===== src/rtl/mdio_responder_if.sv =====
// mdio_responder_if: MDIO pad-side bundle between station manager and responder
interface mdio_responder_if;
  logic mdc;
  logic mdio_in;
  logic mdio_out;
  logic mdio_oe;
  modport master (output mdc, mdio_in, input mdio_out, mdio_oe);
  modport slave (input mdc, mdio_in, output mdio_out, mdio_oe);
endinterface


===== src/rtl/mdio_responder.sv =====
// mdio_responder: Clause-22 MDIO management target backed by a 32x16 register file
module mdio_responder #(
  parameter logic [4:0] PHY_ADDR = 5'd1,
  parameter int PREAMBLE_MIN = 32,
  parameter logic [15:0] PHY_ID1 = 16'h0022,
  parameter logic [15:0] PHY_ID2 = 16'h1560,
  parameter logic [15:0] REG0_RST = 16'h3100
) (
  input logic clock,
  input logic reset,
  mdio_responder_if.slave mdio,
  input logic [15:0] status_in,
  output logic wr_valid,
  output logic [4:0] wr_addr,
  output logic [15:0] wr_data,
  output logic rd_valid
);
  localparam logic [5:0] PRE_MAX = 6'(PREAMBLE_MIN);
  typedef enum logic [2:0] {IDLE, ST, OP, PHYAD, REGAD, TA, WDATA, RDATA} state_t;
  state_t state, state_n;
  logic [2:0] mdc_s;
  logic [1:0] mdio_s;
  logic rise, fall, bit_in, match, is_read, read_only;
  logic [5:0] pre_cnt;
  logic [4:0] bit_cnt;
  logic [1:0] op;
  logic [4:0] phy, regad;
  logic [15:0] shreg, wd_n, rd_word;
  logic [15:0] regs [32];
  assign rise = mdc_s[1] & ~mdc_s[2];
  assign fall = ~mdc_s[1] & mdc_s[2];
  assign bit_in = mdio_s[1];
  assign match = phy == PHY_ADDR;
  assign is_read = op == 2'b10;
  assign read_only = regad inside {[5'd1:5'd3]};
  assign wd_n = {shreg[14:0], bit_in};
  assign rd_word = regad == 5'd1 ? status_in : regad == 5'd2 ? PHY_ID1 : regad == 5'd3 ? PHY_ID2 : regs[regad];
  // two-flop synchronisers; the third MDC stage feeds edge detection
  always_ff @(posedge clock)
    if (!reset) begin
      mdc_s <= '0;
      mdio_s <= '0;
    end else begin
      mdc_s <= {mdc_s[1:0], mdio.mdc};
      mdio_s <= {mdio_s[0], mdio.mdio_in};
    end
  // frame state register
  always_ff @(posedge clock)
    if (!reset) state <= IDLE;
    else state <= state_n;
  // frame sequencing: bit-serial fields advance on MDC rise, read data ends on MDC fall
  always_comb begin
    state_n = state;
    if (rise)
      case (state)
        IDLE: state_n = !bit_in && pre_cnt == PRE_MAX ? ST : IDLE;
        ST: state_n = bit_in ? OP : IDLE;
        OP: state_n = !bit_cnt[0] ? OP : (op[0] ^ bit_in) ? PHYAD : IDLE;
        PHYAD: state_n = bit_cnt == 5'd4 ? REGAD : PHYAD;
        REGAD: state_n = bit_cnt == 5'd4 ? TA : REGAD;
        TA: state_n = bit_cnt == 5'd0 ? TA : !match ? IDLE : is_read ? RDATA : WDATA;
        WDATA: state_n = bit_cnt == 5'd15 ? IDLE : WDATA;
        RDATA: state_n = RDATA;
        default: state_n = IDLE;
      endcase
    if (fall && state == RDATA && bit_cnt >= 5'd16) state_n = IDLE;
  end
  // field capture, register file, pad drive and strobes
  always_ff @(posedge clock)
    if (!reset) begin
      pre_cnt <= '0;
      bit_cnt <= '0;
      op <= '0;
      phy <= '0;
      regad <= '0;
      shreg <= '0;
      mdio.mdio_out <= 1'b0;
      mdio.mdio_oe <= 1'b0;
      wr_valid <= 1'b0;
      wr_addr <= '0;
      wr_data <= '0;
      rd_valid <= 1'b0;
      for (int i = 0; i < 32; i++) regs[i] <= i == 0 ? REG0_RST : '0;
    end else begin
      wr_valid <= 1'b0;
      rd_valid <= 1'b0;
      regs[0][15] <= 1'b0;
      regs[0][9] <= 1'b0;
      pre_cnt <= state != IDLE ? '0 : !rise ? pre_cnt : !bit_in ? '0 : pre_cnt >= PRE_MAX ? PRE_MAX : pre_cnt + 6'd1;
      bit_cnt <= state_n != state ? '0 : (rise && state != RDATA) || (fall && state == RDATA) ? bit_cnt + 5'd1 : bit_cnt;
      if (rise) begin
        if (state == OP) op <= {op[0], bit_in};
        if (state == PHYAD) phy <= {phy[3:0], bit_in};
        if (state == REGAD) regad <= {regad[3:0], bit_in};
        if (state == WDATA) shreg <= wd_n;
        if (state == WDATA && bit_cnt == 5'd15 && !read_only) begin
          regs[regad] <= wd_n;
          wr_valid <= 1'b1;
          wr_addr <= regad;
          wr_data <= wd_n;
        end
      end
      if (fall && state == TA && bit_cnt == 5'd1 && match && is_read) begin
        mdio.mdio_oe <= 1'b1;
        mdio.mdio_out <= 1'b0;
        rd_valid <= 1'b1;
        shreg <= rd_word;
      end
      if (fall && state == RDATA) begin
        mdio.mdio_oe <= bit_cnt < 5'd16;
        mdio.mdio_out <= (bit_cnt < 5'd16) & shreg[15];
        shreg <= {shreg[14:0], 1'b0};
      end
      if (fall && state != TA && state != RDATA) begin
        mdio.mdio_oe <= 1'b0;
        mdio.mdio_out <= 1'b0;
      end
    end
endmodule


===== src/flat_wrapper.sv =====
// flat-port wrapper written by rule: the top's interface ports become plain ports
module mdio_responder_flat 
#(
  parameter logic [4:0] PHY_ADDR = 5'd1,
  parameter int PREAMBLE_MIN = 32,
  parameter logic [15:0] PHY_ID1 = 16'h0022,
  parameter logic [15:0] PHY_ID2 = 16'h1560,
  parameter logic [15:0] REG0_RST = 16'h3100
)
  (clock, reset, status_in, wr_valid, wr_addr, wr_data, rd_valid, mdio_mdc, mdio_mdio_in, mdio_mdio_out, mdio_mdio_oe);
  mdio_responder_if mdio_i ();
  input logic clock;
  input logic reset;
  input logic [15:0] status_in;
  output logic wr_valid;
  output logic [4:0] wr_addr;
  output logic [15:0] wr_data;
  output logic rd_valid;
  input wire logic [$bits(mdio_i.mdc)-1:0] mdio_mdc;
  input wire logic [$bits(mdio_i.mdio_in)-1:0] mdio_mdio_in;
  output wire logic [$bits(mdio_i.mdio_out)-1:0] mdio_mdio_out;
  output wire logic [$bits(mdio_i.mdio_oe)-1:0] mdio_mdio_oe;
  assign mdio_i.mdc = mdio_mdc;
  assign mdio_i.mdio_in = mdio_mdio_in;
  assign mdio_mdio_out = mdio_i.mdio_out;
  assign mdio_mdio_oe = mdio_i.mdio_oe;
  mdio_responder #(.PHY_ADDR(PHY_ADDR), .PREAMBLE_MIN(PREAMBLE_MIN), .PHY_ID1(PHY_ID1), .PHY_ID2(PHY_ID2), .REG0_RST(REG0_RST)) u_core (.clock(clock), .reset(reset), .mdio(mdio_i), .status_in(status_in), .wr_valid(wr_valid), .wr_addr(wr_addr), .wr_data(wr_data), .rd_valid(rd_valid));
endmodule

===== config.mk =====
export PLATFORM = sky130hd
export DESIGN_NAME = mdio_responder_flat
export DESIGN_NICKNAME = d
export VERILOG_FILES = /design/src/rtl/mdio_responder_if.sv /design/src/rtl/mdio_responder.sv /design/src/flat_wrapper.sv
export SDC_FILE = /design/constraint.sdc
export NUM_CORES = 1
export LEC_CHECK = 0
export ABC_AREA = 1
export BUFFER_PORTS_ARGS = -buffer_cell sky130_fd_sc_hd__buf_4
export CAP_MARGIN = 20
export CELL_PAD_IN_SITES_DETAIL_PLACEMENT = 0
export CELL_PAD_IN_SITES_GLOBAL_PLACEMENT = 1
export CORE_ASPECT_RATIO = 0.6
export CORE_UTILIZATION = 49
export DETAILED_ROUTE_END_ITERATION = 7
export PLACE_DENSITY_LB_ADDON = 0.1
export SLEW_MARGIN = 20
export SYNTH_ARGS = -nofsm -noshare
export SYNTH_HDL_FRONTEND = slang
export SYNTH_SLANG_ARGS = --single-unit

===== constraint.sdc =====
create_clock -name clock -period 3.92 [get_ports clock]
set_input_delay 0.392 -clock clock [delete_from_list [all_inputs] [get_ports clock]]
set_output_delay 0.392 -clock clock [all_outputs]
set_load 0.05 [all_outputs]

==> results of run 1 <==
[kinds of logic after synthesis]
| kind of cell | Yosys count |
|---|---|
| fa+ha+maj | 6 |
| buf+inv | 347 |
| flops | 589 |
| simple gates | 1671 |
| other cells | 1 |
| xor+xnor | 4 |
| compound gates | 210 |
[where the power goes]
group / switching [mW] / internal (mW)
clock: 2.39 / 3.06
sequential: 0.0854 / 7.08
combinational: 0.419 / 0.138
[flip-flops by register name, indices dropped and copies added, names as in the netlist, 3 cells and up, named ones only]
register and cells:
u_core.regs 512, u_core.phy 5, u_core.mdc_s 3, u_core.bit_cnt 5, u_core.pre_cnt 6, u_core.wr_data 16, u_core.shreg 16, u_core.state 3
u_core.wr_addr 5, u_core.regad 5
[per-layer routing]
metal | share of wire | vias to the layer above | global-route usage
li1 | - | 9390 | -
met2 | 0.41 | 1083 | 0.415
met3 | 0.12 | 100 | 0.0802
met1 | 0.45 | 9721 | 0.481
met5 | 0 | - | 0
met4 | 0.018 | 0 | 0.0617
[final timing paths]
path                                         from                 end  cells past startpoint
worst max register to register  u_core.bit_cnt[0]  u_core.regs[23][2]                     13
worst max-delay path            u_core.bit_cnt[0]  u_core.regs[23][2]                     13
worst min register to register   u_core.mdio_s[0]    u_core.mdio_s[1]                      2
worst min-delay path                 status_in[0]     u_core.shreg[0]                      3
[layout by cell type, fill, tap and decap left out, types with 10 or more instances in the layout]
cell,Yosys,layout
clkinv_2,1,15
clkinv_1,2,17
nor3_1,20,20
o21ai_0,105,105
a21oi_1,76,76
nand4_1,10,10
o211ai_1,13,13
nor2_2,73,75
dfxtp_1,79,76
buf_4,0,116
nor2_1,473,471
inv_1,129,125
nand3_1,361,361
edfxtp_1,510,510
conb_1,1,48
nand2_1,718,718
clkbuf_16,0,59
[stage by stage]
step	util	setup slack [ps]	hold slack [ps]
2_1_floorplan	-	996	390
3_3_place_gp	0.523	222	396
3_5_place_dp	0.523	555	410
4_1_cts	0.558	561	85.0
5_1_grt	0.558	244	103
6_report	0.558	429	101
[layout make-up]
type,count,area [um2]
Clock buffer,69,1560
Multi-Input combinational cell,1939,8510
Timing Repair Buffer,123,991
Tap cell,703,880
Inverter,138,528
Sequential cell,589,16900
Clock inverter,32,246
Antenna cell,1,2.50
Fill cell,4713,23500
[worst reg2reg max path: cells and delay by family, from the launching register on]
| family | cells | cell delay, ps |
|---|---|---|
| and+or+nand+nor | 7 | 1920 |
| buffers and inverters | 4 | 470 |
| DFF | 1 | 400 |
| adders and majority gates | 2 | 350 |
[what timing repair did]
item | CTS | global route
resized for setup | 0 | 0
hold endpoints to repair | 2 | 0
hold buffers | 2 | 0
==> impl_metrics.tcl, run 1 <==
set metrics [dict create \
    status "completed" \
    synth-seq-area-share 0.635 \
    crit_type "reg2reg" \
    grt_pass1_vias 18709 \
    reg2reg_setup_slack_ps 430 \
    avgSynthCellArea_um2 9.41 \
    wirelength_mm 83.8 \
    max_stage_delay_ps 780 \
    crit_chain "ha_1, nand2_1, nor2_1, ha_1, inv_1, nor3_4, inv_2, nor2_4, inv_2, nor2_2, nand2_1, buf_4, nand2_1" \
    cts_made_buffers 55 \
    drive_gt1_frac 0.106 \
    synth_top_area_share 0.576 \
    post_synth_xor_area_fraction 0.00132 \
    avgViaCountPerCell 5.65 \
    placedCellCount 3490 \
    leakage_nw 11.0 \
    grt_antenna_before_repair 0 \
    ant_nets 0 \
    worst-path-buf-inv 4 \
    drv_slew 0 \
    rsz0062_at_grt "no" \
    fp.dieW_um 303 \
    grt_pass1_wl_mm 123 \
    grt_max_degree 166 \
    yosys-top-cells-area "edfxtp_1 (58%), nand2_1 (10%), nand3_1 (6.8%)" \
    die_h_um 182 \
    yosysMostFrequentCell "nand2_1" \
    synth-adder-area-share 0.00282 \
    synthCells 2828 \
    ys.flop_type "edfxtp_1" \
    drt_iter0_markers 2545 \
    dr.pass1.iters 6 \
    placementRows 65 \
    fin_nets 2872 \
    ys_warn_count 0 \
    cp-end-kind "register" \
    cp_max_fo 17 \
    cp_data_arrival_time_ps 3730 \
    cpMaxStageDelayCell "nor2_2" \
    placed_cell_area_um2 27800 \
    clkLatencyLatePin_ps 600 \
    dp_hpwl_mm 52.3 \
    core_area_um2 53100 \
    cts_setup_buffers 0 \
    required_ps 4160 \
    yosys.area.top_type "edfxtp_1" \
    ys_ff_latch 589 \
    cp_top_family "simple AND/OR/NAND/NOR gates" \
    synth_cell_types 38 \
    port_buffers 44 \
    postLayoutCellArea_um2 29600 \
    finClkSkew_ps 21.1 \
    p_total_mw 13.2 \
    synth_compound_area_frac 0.0425 \
    cts_sinks 589 \
    cts_buffer_depth 3 \
    maxSlewHeadroom 0.263 \
    yosys-top-cells-count "nand2_1 (718), edfxtp_1 (510), nor2_1 (473), nand3_1 (361), clkbuf_1 (163)" \
    async_flop_share 0 \
    root_buffer "clkbuf_16" \
    period_share 0.891 \
    clk_pin_slew_worst_paths_ps 60 \
    area_delta_synth_final_pct 11.3 \
    cpMostUsedCell "nand2_1" \
    cts_tree "yes" \
    synth.area.mux_share 0 \
    hp-class "in2reg" \
    synth_edf_count 510 \
    tns_ps 0 \
    fin_crit_ps 3490 \
    synth_top_family_by_area "simple AND/OR/NAND/NOR gates" \
    cts_max_level 2 \
    synthSimpleGateAreaFrac 0.266 \
    grt_use_total 0.304 \
    gp_congestion 0.915 \
    cap_violations 0 \
    ir_drop_mv 0.276 \
    worst_pin_slew_ps 1100 \
    layout.cells.non_filler 3594 \
    post_drt_wl_per_cell_um 23.3 \
    io_pins 45 \
    setup_violations 0 \
    startpoint_type "register" \
    grt_overflow_total 0 \
    powerDensity_nw_per_um2 445 \
    post-route-drc-count 0 \
    dieArea_um2 55300 \
    synth_area_um2 26600 \
    start_util 0.501 \
    vias 20294 \
    hold_viol 0 \
    max_clock_freq_ghz 0.286 \
]
Power figures use the tool's default switching activity.
==> run 2: changes to the inputs <==
- BUFFER_PORTS_ARGS: -buffer_cell sky130_fd_sc_hd__buf_4 -> default
- CORE_UTILIZATION: 49 -> 50
- DONT_BUFFER_PORTS: default -> 1
- SLEW_MARGIN: 20 -> 30
==> run 2 against run 1 <==
  * Sequential share of layout area grew 0.63 points
  * Final cell count shrank 1.5%
  * Worst setup slack gained 280 ps
  * Clock power is essentially flat
  * Sequential cell count unchanged
  * Clock-buffer cell count up 3
  * Hold slack worse by 32 ps
  * Critical endpoint is now u_core.regs[20][8]
  * Largest power group unchanged
==> impl_metrics.tcl, run 2 (synthesis results as in run 1) <==
set metrics [dict create \
    drive_gt1_frac 0.0884 \
    rsz0062_at_grt "no" \
    area_delta_synth_final_pct 10.1 \
    crit_type "reg2reg" \
    cts_max_level 2 \
    grt_use_total 0.290 \
    crit_chain "ha_1, nand2_1, nor2_1, ha_1, inv_1, nor3_4, inv_2, nor2_4, inv_2, nor3_4, buf_4, nand2_4, nand2_1" \
    cap_violations 0 \
    post_drt_wl_per_cell_um 22.1 \
    cp_max_fo 17 \
    timing.hold.ws_ps 68.6 \
    powerDensity_nw_per_um2 450 \
    grt_pass1_wl_mm 118 \
    clkLatencyLatePin_ps 600 \
    post-route-drc-count 0 \
    power_frac_clock 0.417 \
    layout.cells.non_filler 3541 \
    placedCellCount 3434 \
    setup_violations 0 \
    io_pins 45 \
    seqPwrFrac 0.544 \
    wirelength_mm 78.4 \
    hp-class "in2reg" \
    cp_data_arrival_time_ps 3420 \
    dr.pass1.iters 5 \
    num-fill-cells 4684 \
    wirelength_met1_mm 35.7 \
    dieArea_um2 54200 \
    grt_antenna_before_repair 1 \
    p_sw_frac 0.218 \
    period_share 0.818 \
    placementRows 65 \
    grt_max_degree 189 \
    ir_drop_mv 0.326 \
    switchingPower_mw 2.88 \
    grt_pass1_vias 18795 \
    cts_made_buffers 54 \
    cp-end-kind "register" \
    maxSlewHeadroom 0.347 \
    top_register "u_core.regs" \
    top_regs "u_core.regs: 512 flops, u_core.shreg: 16 flops, u_core.wr_data: 16 flops" \
    core_area_um2 52500 \
    cts_buffer_depth 3 \
    cp_top_family "simple AND/OR/NAND/NOR gates" \
    drv_slew 0 \
    max_stage_delay_ps 590 \
    max_clock_freq_ghz 0.312 \
    cts_tree "yes" \
    cts_sinks 589 \
    tns_ps 0 \
    cts.repair.resized 0 \
    cts_setup_buffers 0 \
    highest-signal-layer "met4" \
    drt_iter0_markers 2462 \
    finClkSkew_ps 29.6 \
    root_buffer "clkbuf_16" \
    final_cell_mix "nand2_1 (718), edfxtp_1 (510), nor2_1 (473)" \
    wl_met3_mm 9.33 \
    leakage_nw 10.7 \
    start_util 0.506 \
    die_h_um 181 \
    ant_nets 0 \
    diodes 0 \
    largest_reg_flops 512 \
    worst_pin_slew_ps 974 \
    gp_congestion 0.879 \
    multiInputGateArea_um2 8500 \
    cpMaxStageDelayCell "nand2_1" \
    dp_hpwl_mm 48.5 \
    avgViaCountPerCell 5.65 \
    fin_nets 2818 \
    fp.dieW_um 300 \
    hold_viol 0 \
    startpoint_type "register" \
    comb_power_share 0.039 \
    dr_wl_met2_mm 32.0 \
    port_buffers 0 \
    power.internal_mw 10.3 \
    final_common_cell "nand2_1" \
    grt_overflow_total 0 \
    clk_pin_slew_worst_paths_ps 70 \
    worst-path-buf-inv 4 \
    cts_hold_buf 4 \
    status "completed" \
    required_ps 4130 \
    fin_crit_ps 3210 \
    seqCellArea_um2 16900 \
    vias 20015 \
]
==> run 2: power by group through the flow <==
stage / combinational, mW / clock, mW / sequential, mW
2_1_floorplan: 0.336 / 0 / 7.27
3_3_place_gp: 0.480 / 0 / 7.31
3_5_place_dp: 0.489 / 0 / 7.31
4_1_cts: 0.506 / 5.55 / 7.17
5_1_grt: 0.569 / 5.78 / 7.20
6_report: 0.514 / 5.49 / 7.17
==> run 2: area by class of cell <==
cell class	count	area share
flip-flops and latches	589	0.577
clock buffers	72	0.0527
repair buffers	70	0.0226
well taps	703	0.0300
multi-input cells	1939	0.290
clock inverters	30	0.00931
inverters	138	0.0181
==> run 2: layer usage <==
metal | GRT usage | up-vias
li1 | - | 9275
met2 | 0.405 | 1032
met1 | 0.454 | 9613
met3 | 0.0739 | 95
met4 | 0.0502 | 0
met5 | 0 | -
==> run 2: metrics by stage <==
stage	total power [mW]	setup WS (ps)	util	instance area, um2
finish	13.2	712	0.558	29300
CTS	13.2	718	0.557	29300
detailed placement	7.80	721	0.521	27400
global route	13.5	493	0.558	29300
floorplan	7.61	996	-	26800
global placement	7.79	889	0.521	27400
==> run 2: worst paths after layout <==
path                   endpoint  slack [ps]  cells after the start               from
max          u_core.regs[20][8]         710                     13  u_core.bit_cnt[0]
min             u_core.regad[3]          70                      2              reset
max reg2reg  u_core.regs[20][8]         710                     13  u_core.bit_cnt[0]
min reg2reg     u_core.mdc_s[1]         410                      2    u_core.mdc_s[0]
==> run 3: changes to the inputs <==
- clock period: 3.92 -> 3.04 ns (I/O delays scaled with it)
==> run 3 against run 2 <==
  * Via count rose by 1.0%
  * Final cell count rose by 2.1%
  * First-iteration DRC count fell by 6.6%
  * Routed wire length rose by 0.32%
  * Clock skew fell by 7.6 ps
  * Fmax rose by 18%
  * Combinational power rose by 41%
  * Clock power rose by 34%
  * Critical path type unchanged
==> impl_metrics.tcl, run 3 (synthesis results as in run 1) <==
set metrics [dict create \
    status "completed" \
    cp_data_arrival_time_ps 2960 \
    dr_wl_met2_mm 31.8 \
    placementRows 65 \
    maxSlewHeadroom 0.336 \
    hp-class "in2reg" \
    hold_viol 0 \
    fin_crit_ps 2720 \
    start_util 0.506 \
    io_pins 45 \
    cts_buffer_depth 3 \
    grt_antenna_before_repair 1 \
    cts_setup_buffers 0 \
    area_delta_synth_final_pct 13.1 \
    top_regs "u_core.regs: 512 flops, u_core.shreg: 16 flops, u_core.wr_data: 16 flops" \
    place_ws_ps 311 \
    largest_reg_flops 512 \
    fp.dieW_um 300 \
    clkLatencyLatePin_ps 620 \
    dieArea_um2 54200 \
    hold_end "u_core.shreg[4]" \
    r2r.worst_path.cells 13 \
    grt_use_total 0.293 \
    crit_type "reg2reg" \
    avgViaCountPerCell 5.59 \
    postLayoutCellArea_um2 30100 \
    max_clock_freq_ghz 0.368 \
    highest-signal-layer "met4" \
    hp-start "status_in[4]" \
    worst_pin_slew_ps 990 \
    clk_pin_slew_worst_paths_ps 60 \
    cts.repair.resized 0 \
    post-route-drc-count 0 \
    drive_gt1_frac 0.107 \
    wirelength_mm 78.6 \
    cts_made_buffers 56 \
    ir_drop_mv 0.459 \
    drv_slew 0 \
    hold_path_depth 4 \
    reg2reg_setup_slack_ps 320 \
    cp_max_fo 14 \
    root_buffer "clkbuf_16" \
    final_cell_mix "nand2_1 (718), edfxtp_1 (510), nor2_1 (473)" \
    grt_overflow_total 0 \
    post_drt_wl_per_cell_um 21.7 \
    top_register "u_core.regs" \
    port_buffers 0 \
    cts_max_level 2 \
    ant_nets 0 \
    period_share 0.894 \
    reg2reg_from "u_core.bit_cnt[0]" \
    wl_met3_mm 9.44 \
    required_ps 3280 \
    dr.pass1.iters 5 \
    cp-end-kind "register" \
    final_common_cell "nand2_1" \
    cts_tree "yes" \
    diodes 0 \
    grt_max_degree 108 \
    fin_nets 2892 \
    rsz0062_at_grt "no" \
    startpoint_type "register" \
    powerDensity_nw_per_um2 576 \
    cts_hold_buf 13 \
    grt_pass1_wl_mm 118 \
    vias 20225 \
    worstReg2RegEnd "u_core.regs[0][11]" \
    wirelength_met1_mm 36.1 \
    dp_hpwl_mm 50.9 \
    setup_violations 0 \
    leakage_nw 11.1 \
    finClkSkew_ps 22.0 \
    grt_pass1_vias 18799 \
    die_h_um 181 \
    core_area_um2 52500 \
    tns_ps 0 \
    cts_sinks 589 \
    drt_iter0_markers 2300 \
    gp_congestion 0.932 \
    placed_cell_area_um2 28000 \
    cap_violations 0 \
    fin_ws_ps 321 \
]
run 3: cell count changes in the layout (fill, tap and decap cells not counted), sizes merged, moves of 8 or more:
| cell | delta |
|---|---|
| dlygate4sd3 | +9 |
| buf | +63 |
| clkbuf | +9 |
| clkinv | -8 |
run 3: how the worst max path moves through the flow:
stage	start	end	slack (ps)	cells after the start
6_report	u_core.bit_cnt[0]	u_core.regs[0][11]	320	13
5_1_grt	u_core.bit_cnt[0]	u_core.regs[0][11]	40	13
4_1_cts	u_core.bit_cnt[0]	u_core.regs[0][12]	270	13
3_5_place_dp	u_core.bit_cnt[0]	u_core.regs[0][12]	310	13
3_3_place_gp	u_core.bit_cnt[0]	u_core.regs[0][6]	380	13
2_1_floorplan	u_core.bit_cnt[0]	u_core.regs[12][0]	120	13
run 3: area by class of cell:
cell class              count  area [um2]
repair buffers            142        1350
flip-flops and latches    589       16900
clock inverters            23         263
multi-input cells        1939        8500
clock buffers              81        1650
well taps                 703         880
fillers                  4612       22500
inverters                 138         529
run 3: stage by stage:
step                      instances  hold slack, ps  power, mW   util
final                          3615            33.0       17.3  0.573
after global routing           3615            36.3       17.8  0.573
after global placement         3498             402       10.1  0.533
after floorplan                2875             390       9.81      -
after detailed placement       3498             406       10.1  0.533
after CTS                      3615           0.855       17.4  0.573
run 3: critical path, stage by stage, from the launching register on:
cell and delay (ps):
dfxtp_1 400, ha_1 200, nand2_1 60, nor2_1 90, ha_1 150, inv_1 80, nor3_4 240, inv_2 90
nor2_4 90, inv_2 70, nor3_4 150, buf_12 210, nand2_4 60, nand2_1 450
run 3: metal layers:
metal / vias to the layer above / global-route usage
met5: - / 0
met1: 9768 / 0.462
met3: 92 / 0.0829
li1: 9432 / -
met4: 0 / 0.0535
met2: 933 / 0.399
run 3: power by group:
part | internal, mW | switching, mW
clock | 4.27 | 3.09
combinational | 0.217 | 0.511
sequential | 9.13 | 0.117
total | 13.6 | 3.72
